[config.mk]
export PLATFORM = sky130hd
export DESIGN_NAME = hazard_scoreboard_controller_flat
export DESIGN_NICKNAME = d
export VERILOG_FILES = /design/src/rtl/hazard_scoreboard_controller_if.sv /design/src/rtl/hazard_scoreboard_controller.sv /design/src/flat_wrapper.sv
export SDC_FILE = /design/constraint.sdc
export NUM_CORES = 1
export LEC_CHECK = 0
export ABC_AREA = 0
export ABC_CLOCK_PERIOD_IN_PS = 2500
export BUFFER_PORTS_ARGS = -buffer_cell sky130_fd_sc_hd__buf_2
export CAP_MARGIN = 20
export CORE_ASPECT_RATIO = 1.75
export CORE_MARGIN = 5
export CORE_UTILIZATION = 50
export DETAILED_ROUTE_END_ITERATION = 12
export GPL_ROUTABILITY_DRIVEN = 0
export HOLD_SLACK_MARGIN = 0.02
export MAX_ROUTING_LAYER = met4
export PLACE_DENSITY_LB_ADDON = 0.12
export SKIP_CTS_REPAIR_TIMING = 1
export SLEW_MARGIN = 10
export SYNTH_ARGS = -nofsm -noshare
export SYNTH_HDL_FRONTEND = slang
export SYNTH_SLANG_ARGS = --single-unit
[constraint.sdc]
create_clock -name clk -period 2.5 [get_ports clk]
set_clock_uncertainty 0.15 [all_clocks]
set_input_delay 0.25 -clock clk [delete_from_list [all_inputs] [get_ports clk]]
set_output_delay 0.25 -clock clk [all_outputs]
set_load 0.01 [all_outputs]
[src/rtl/hazard_scoreboard_controller_if.sv]
// Pipeline <-> hazard/freeze controller bundle.
// master: pipeline side (ID fields, forwarding enable, SRAM ready).
// slave:  controller side (hazard, freeze, timeout, stall counter).
interface hazard_scoreboard_controller_if #(
  parameter int COUNT_W = 16
);
  logic [4:0]         ID_src1;
  logic [4:0]         ID_src2;
  logic               ID_uses_src2;
  logic [4:0]         ID_dest;
  logic               ID_WB_en;
  logic               ID_MEM_R_en;
  logic               ID_MEM_W_en;
  logic               forwarding_en;
  logic               mem_ready;
  logic               hazard_detected;
  logic               freeze;
  logic               mem_timeout;
  logic [COUNT_W-1:0] stall_count;

  modport master (
    output ID_src1, ID_src2, ID_uses_src2, ID_dest, ID_WB_en, ID_MEM_R_en,
           ID_MEM_W_en, forwarding_en, mem_ready,
    input  hazard_detected, freeze, mem_timeout, stall_count
  );

  modport slave (
    input  ID_src1, ID_src2, ID_uses_src2, ID_dest, ID_WB_en, ID_MEM_R_en,
           ID_MEM_W_en, forwarding_en, mem_ready,
    output hazard_detected, freeze, mem_timeout, stall_count
  );
endinterface

[src/rtl/hazard_scoreboard_controller.sv]
// Stall/freeze controller for the 5-stage pipeline. Shadows the EXE and MEM
// instructions in a 2-entry scoreboard, raises hazard_detected for RAW /
// load-use, freezes the whole pipe while the SRAM is busy, and latches a
// terminal timeout error if an access never completes.
module hazard_scoreboard_controller #(
  parameter int MAX_WAIT = 64,
  parameter int COUNT_W  = 16
) (
  input logic clk,
  input logic rst,
  hazard_scoreboard_controller_if.slave bus
);
  localparam int WCNT_W = $clog2(MAX_WAIT + 1);

  typedef struct packed {
    logic       valid;
    logic [4:0] dest;
    logic       wb_en;
    logic       mem_r_en;
    logic       mem_w_en;
  } slot_t;

  typedef enum logic [1:0] {RUN, WAIT, ERR} state_t;

  slot_t              exe_slot, mem_slot;
  state_t             state, state_nxt;
  logic [WCNT_W-1:0]  wait_cnt, wait_cnt_nxt;
  logic               timeout_q;
  logic [COUNT_W-1:0] stall_q;
  logic               exe_hit, mem_hit, hazard, mem_busy, frz;

  // R0 is hardwired zero, so it never creates a dependency.
  function automatic logic src_match(input logic [4:0] s, input slot_t x);
    return x.valid & x.wb_en & (x.dest != 5'd0) & (s == x.dest);
  endfunction

  // Dependency check against the shadowed EXE/MEM instructions.
  always_comb begin
    exe_hit  = src_match(bus.ID_src1, exe_slot) |
               (bus.ID_uses_src2 & src_match(bus.ID_src2, exe_slot));
    mem_hit  = src_match(bus.ID_src1, mem_slot) |
               (bus.ID_uses_src2 & src_match(bus.ID_src2, mem_slot));
    // With forwarding only a load still in EXE cannot be bypassed in time.
    hazard   = bus.forwarding_en ? (exe_hit & exe_slot.mem_r_en)
                                 : (exe_hit | mem_hit);
    mem_busy = mem_slot.valid & (mem_slot.mem_r_en | mem_slot.mem_w_en) &
               ~bus.mem_ready;
    frz      = mem_busy | (state == ERR);
  end

  assign bus.hazard_detected = hazard;
  assign bus.freeze          = frz;
  assign bus.mem_timeout     = timeout_q;
  assign bus.stall_count     = stall_q;

  // Scoreboard shift; freeze wins over hazard so nothing moves while frozen.
  always_ff @(posedge clk or posedge rst) begin
    if (rst) begin
      exe_slot <= '0;
      mem_slot <= '0;
    end else if (!frz) begin
      mem_slot <= exe_slot;
      if (hazard) exe_slot <= '0;
      else        exe_slot <= '{valid: 1'b1, dest: bus.ID_dest,
                                wb_en: bus.ID_WB_en, mem_r_en: bus.ID_MEM_R_en,
                                mem_w_en: bus.ID_MEM_W_en};
    end
  end

  // Watchdog state register; the timeout flag is sticky until reset.
  always_ff @(posedge clk or posedge rst) begin
    if (rst) begin
      state     <= RUN;
      wait_cnt  <= '0;
      timeout_q <= 1'b0;
    end else begin
      state     <= state_nxt;
      wait_cnt  <= wait_cnt_nxt;
      timeout_q <= timeout_q | (state_nxt == ERR);
    end
  end

  // Watchdog next state: the first busy cycle counts as wait 1, so an access
  // with exactly MAX_WAIT low-ready cycles completes and one more times out.
  always_comb begin
    state_nxt    = state;
    wait_cnt_nxt = wait_cnt;
    unique case (state)
      RUN: if (mem_busy) begin
        state_nxt    = WAIT;
        wait_cnt_nxt = WCNT_W'(1);
      end
      WAIT: begin
        if (bus.mem_ready) begin
          state_nxt    = RUN;
          wait_cnt_nxt = '0;
        end else if (wait_cnt == WCNT_W'(MAX_WAIT)) begin
          state_nxt = ERR;
        end else begin
          wait_cnt_nxt = wait_cnt + 1'b1;
        end
      end
      ERR:     state_nxt = ERR;
      default: state_nxt = RUN;
    endcase
  end

  // Saturating stall counter; freeze and hazard in one cycle count once.
  always_ff @(posedge clk or posedge rst) begin
    if (rst)                             stall_q <= '0;
    else if ((frz | hazard) && stall_q != '1) stall_q <= stall_q + 1'b1;
  end
endmodule

[src/flat_wrapper.sv]
// flat-port wrapper written by rule: the top's interface ports become plain ports
module hazard_scoreboard_controller_flat 
#(
  parameter int MAX_WAIT = 64,
  parameter int COUNT_W  = 16
)
  (clk, rst, bus_ID_src1, bus_ID_src2, bus_ID_uses_src2, bus_ID_dest, bus_ID_WB_en, bus_ID_MEM_R_en, bus_ID_MEM_W_en, bus_forwarding_en, bus_mem_ready, bus_hazard_detected, bus_freeze, bus_mem_timeout, bus_stall_count);
  hazard_scoreboard_controller_if #(.COUNT_W(COUNT_W)) bus_i ();
  input logic clk;
  input logic rst;
  input wire logic [$bits(bus_i.ID_src1)-1:0] bus_ID_src1;
  input wire logic [$bits(bus_i.ID_src2)-1:0] bus_ID_src2;
  input wire logic [$bits(bus_i.ID_uses_src2)-1:0] bus_ID_uses_src2;
  input wire logic [$bits(bus_i.ID_dest)-1:0] bus_ID_dest;
  input wire logic [$bits(bus_i.ID_WB_en)-1:0] bus_ID_WB_en;
  input wire logic [$bits(bus_i.ID_MEM_R_en)-1:0] bus_ID_MEM_R_en;
  input wire logic [$bits(bus_i.ID_MEM_W_en)-1:0] bus_ID_MEM_W_en;
  input wire logic [$bits(bus_i.forwarding_en)-1:0] bus_forwarding_en;
  input wire logic [$bits(bus_i.mem_ready)-1:0] bus_mem_ready;
  output wire logic [$bits(bus_i.hazard_detected)-1:0] bus_hazard_detected;
  output wire logic [$bits(bus_i.freeze)-1:0] bus_freeze;
  output wire logic [$bits(bus_i.mem_timeout)-1:0] bus_mem_timeout;
  output wire logic [$bits(bus_i.stall_count)-1:0] bus_stall_count;
  assign bus_i.ID_src1 = bus_ID_src1;
  assign bus_i.ID_src2 = bus_ID_src2;
  assign bus_i.ID_uses_src2 = bus_ID_uses_src2;
  assign bus_i.ID_dest = bus_ID_dest;
  assign bus_i.ID_WB_en = bus_ID_WB_en;
  assign bus_i.ID_MEM_R_en = bus_ID_MEM_R_en;
  assign bus_i.ID_MEM_W_en = bus_ID_MEM_W_en;
  assign bus_i.forwarding_en = bus_forwarding_en;
  assign bus_i.mem_ready = bus_mem_ready;
  assign bus_hazard_detected = bus_i.hazard_detected;
  assign bus_freeze = bus_i.freeze;
  assign bus_mem_timeout = bus_i.mem_timeout;
  assign bus_stall_count = bus_i.stall_count;
  hazard_scoreboard_controller #(.MAX_WAIT(MAX_WAIT), .COUNT_W(COUNT_W)) u_core (.clk(clk), .rst(rst), .bus(bus_i));
endmodule
==> reports/qor.txt <==
Status = finished clean
Worst Path Required = 2.53 ns
Worst Path Max Fanout = 11
Worst-path clk slew = 0.08 ns
Syn. warnings = 0
Final net count = 289
Distinct cells, synth = 35
Minimum clock period = 2.34 ns
Synthesized netlist cell count = 203
Pleak = 1.23 nW
I/O Pins = 42
Clk Latency, worst-skew pair = 0.29 ns
Final Hold Viols = 0
MaxCap Viol Count = 0
Starting Density = 50.7%
Max Slew Vio Count = 0
Most area-hungry cell type in the Yosys netlist = dfrtp_1
First-pass DRT Iterations = 4
Tcrit/Tclk final = 93.5%
1st-iter DRT viols = 61
Arrival time at the worst endpoint = 2.37 ns
Main synth FF type = dfrtp_1
Core Area = 4360 um2
Placed Cells incl. Taps = 302
Tot Pwr = 1.23 mW
Number of synthesized flops with an enable pin = 0
RSZ-0062 raised after global routing = no
DR DRC count = 0
CTS tree = built
TNS Setup = 0 ns
Routed Antenna Nets = 0
Largest net degree at the start of global routing = 25
Sink Count = 44
Cts bufs inserted = 5
CP Class = reg -> reg
Vias in the first global route = 1739
Total track usage = 17.6%
Post-Syn Nets = 229
Port-buffer cells = 41
Internal power = 0.963 mW
Cell Area, Synth = 2210 um2
Die height = 98.0 um
Rel. slew slack = 42.5%
Critical Path, Cell by Cell = buf_4 -> xnor2_1 -> nand4_1 -> o22ai_1 -> a221oi_4 -> buf_12 -> nor4b_1 -> mux2_1
Placement-stage cell area = 2540 um2
Slew @ Worst Pin = 0.858 ns
Min-delay worst type = in -> reg
Area contributors post-synth = dfrtp_1, xnor2_1, xor2_1
CTS max path bufs = 2
Initial antenna violation count = 0
FMAX = 428 MHz
Buf/Inv on CP = 2
H-tree depth = 2
Final setup fails = 0
Switch Pwr = 0.268 mW
Via Count = 1726
Fin Hold WS = 0.0306 ns
CP max-delay cell = dfrtp_1
DIE AREA = 5910 um2
PD cells = 457 nW/um2
Max incr delay on CP = 0.40 ns
Ratio of cells with drive above 1 in the final layout = 27.7%
DR WL/cell = 14.7 um
Detailed Route WL = 4640 um
Root Buffer Master = clkbuf_8
Grt total ovfl = 0
CP Launch Type = flip-flop
Synth top area share = 49.7%
Ys async rst share = 100%
VDD IR max = 0.000387 V
Vias/cell = 5.48
Number of synthesized register bits = 44
Die outline width = 60.3 um
Cell area after layout = 2700 um2
Crit-path leading delay family = compound AO/OA/AOI/OAI gates
Antenna cells = 0
Critical path endpoint category = flip-flop
Detailed placement HPWL = 3610 um
Sequential cell area fraction in the yosys report = 49.7%
Clock power share = 37.0%
Sw frac = 21.8%
Worst reg-to-reg setup slack = 0.16 ns
Mean Syn Cell Area = 10.9 um2
Combinational Power Share = 5.3%
Non-filler instance count after layout = 315
Rows = 32
Area delta synth->final = 21.8%
First-pass GRT wire length = 7850 um
Sequential power share = 57.8%
==> kinds of logic (layout without fill, tap and decap cells) <==
logic type	Yosys count	after routing	share of synthesized area (%)
and+or+nand+nor	66	66	15.3
DFF	44	44	49.7
xor gates and xnor gates	37	37	14.6
AOI/OAI and AO/OA	30	30	10.7
buffers and inverters	12	73	2.37
muxes	11	11	5.60
adders and majority gates	3	3	1.70
==> per-stage QoR <==
stage | util, % | setup slack, ns
after floorplan | - | 0.286
after global placement | 58.3 | 0.135
after detailed placement | 58.3 | 0.0542
after CTS | 60.4 | 0.0377
after global routing | 61.8 | 0.0690
final | 61.8 | 0.163
==> cell usage after synthesis, types with 2 or more instances <==
cell type	instances
nand3_1	8
or3_1	2
buf_4	2
nand2_1	18
nor2_1	8
mux2_2	9
a21oi_1	5
xor2_1	17
o21ai_0	5
a41o_1	2
nand4_1	6
xnor2_1	20
nor3b_1	4
o22ai_1	2
dfrtp_1	44
inv_1	8
nor3_1	9
mux2_1	2
o2111ai_1	2
and3_1	2
ha_1	3
nor4_1	3
a22o_1	9
o211ai_1	2
==> layout make-up <==
type,instances,area [um2]
clock inverter,2,10.0
sequential,44,1100
timing repair buffer,57,348
fill,396,1670
clock buffer,6,82.6
inverter,8,30.0
tap,51,63.8
multi-input combinational,147,1060
==> state kept, by name (all words and copies together), names as in the netlist <==
register	flops
u_core.bus.stall_count	16
u_core.bus.mem_timeout	1
u_core.mem_slot	9
u_core.exe_slot	9
u_core.state	2
u_core.wait_cnt	7
==> power by group through the flow <==
stage | clock (mW) | sequential (mW) | combinational, mW
3_5_place_dp | 0 | 0.725 | 0.0618
6_report | 0.455 | 0.711 | 0.0650
3_3_place_gp | 0 | 0.725 | 0.0614
5_1_grt | 0.498 | 0.711 | 0.0737
2_1_floorplan | 0 | 0.725 | 0.0301
4_1_cts | 0.471 | 0.711 | 0.0620
==> per-layer routing <==
metal  global-route usage (%)  routed length (um)  vias up
li1                         -                   -      843
met1                     20.2                1850      836
met2                     29.6                2500       38
met3                     3.31                 211        9
met4                     6.14                  80        0
met5                        -                   0        -
==> path summary, 6_finish.rpt <==
check	from	end	depth (start not counted)
max in group asynchronous	rst	u_core.mem_slot[2]	4
min	bus_ID_MEM_W_en	u_core.exe_slot[0]	2
min reg2reg	u_core.bus.mem_timeout	u_core.bus.mem_timeout	1
min in group asynchronous	rst	u_core.wait_cnt[2]	3
max reg2reg	u_core.mem_slot[5]	u_core.bus.stall_count[12]	8
max	u_core.mem_slot[5]	u_core.bus.stall_count[12]	8
==> layout by cell type, fill, tap and decap left out, types with 2 or more instances in the layout <==
master,count
mux2_2,9
or3_1,2
mux2_1,2
xor2_1,17
nor2_1,8
nor3b_1,4
buf_2,41
o2111ai_1,2
a21oi_1,5
nor4_1,3
dlygate4sd3_1,4
clkinv_2,2
o21ai_0,5
o211ai_1,2
and3_1,2
nor3_1,9
a22o_1,9
ha_1,3
nand2_1,18
inv_1,7
nand4_1,6
xnor2_1,20
a41o_1,2
buf_4,11
nand3_1,8
dfrtp_1,44
o22ai_1,2
clkbuf_8,6
Power figures use the tool's default switching activity.
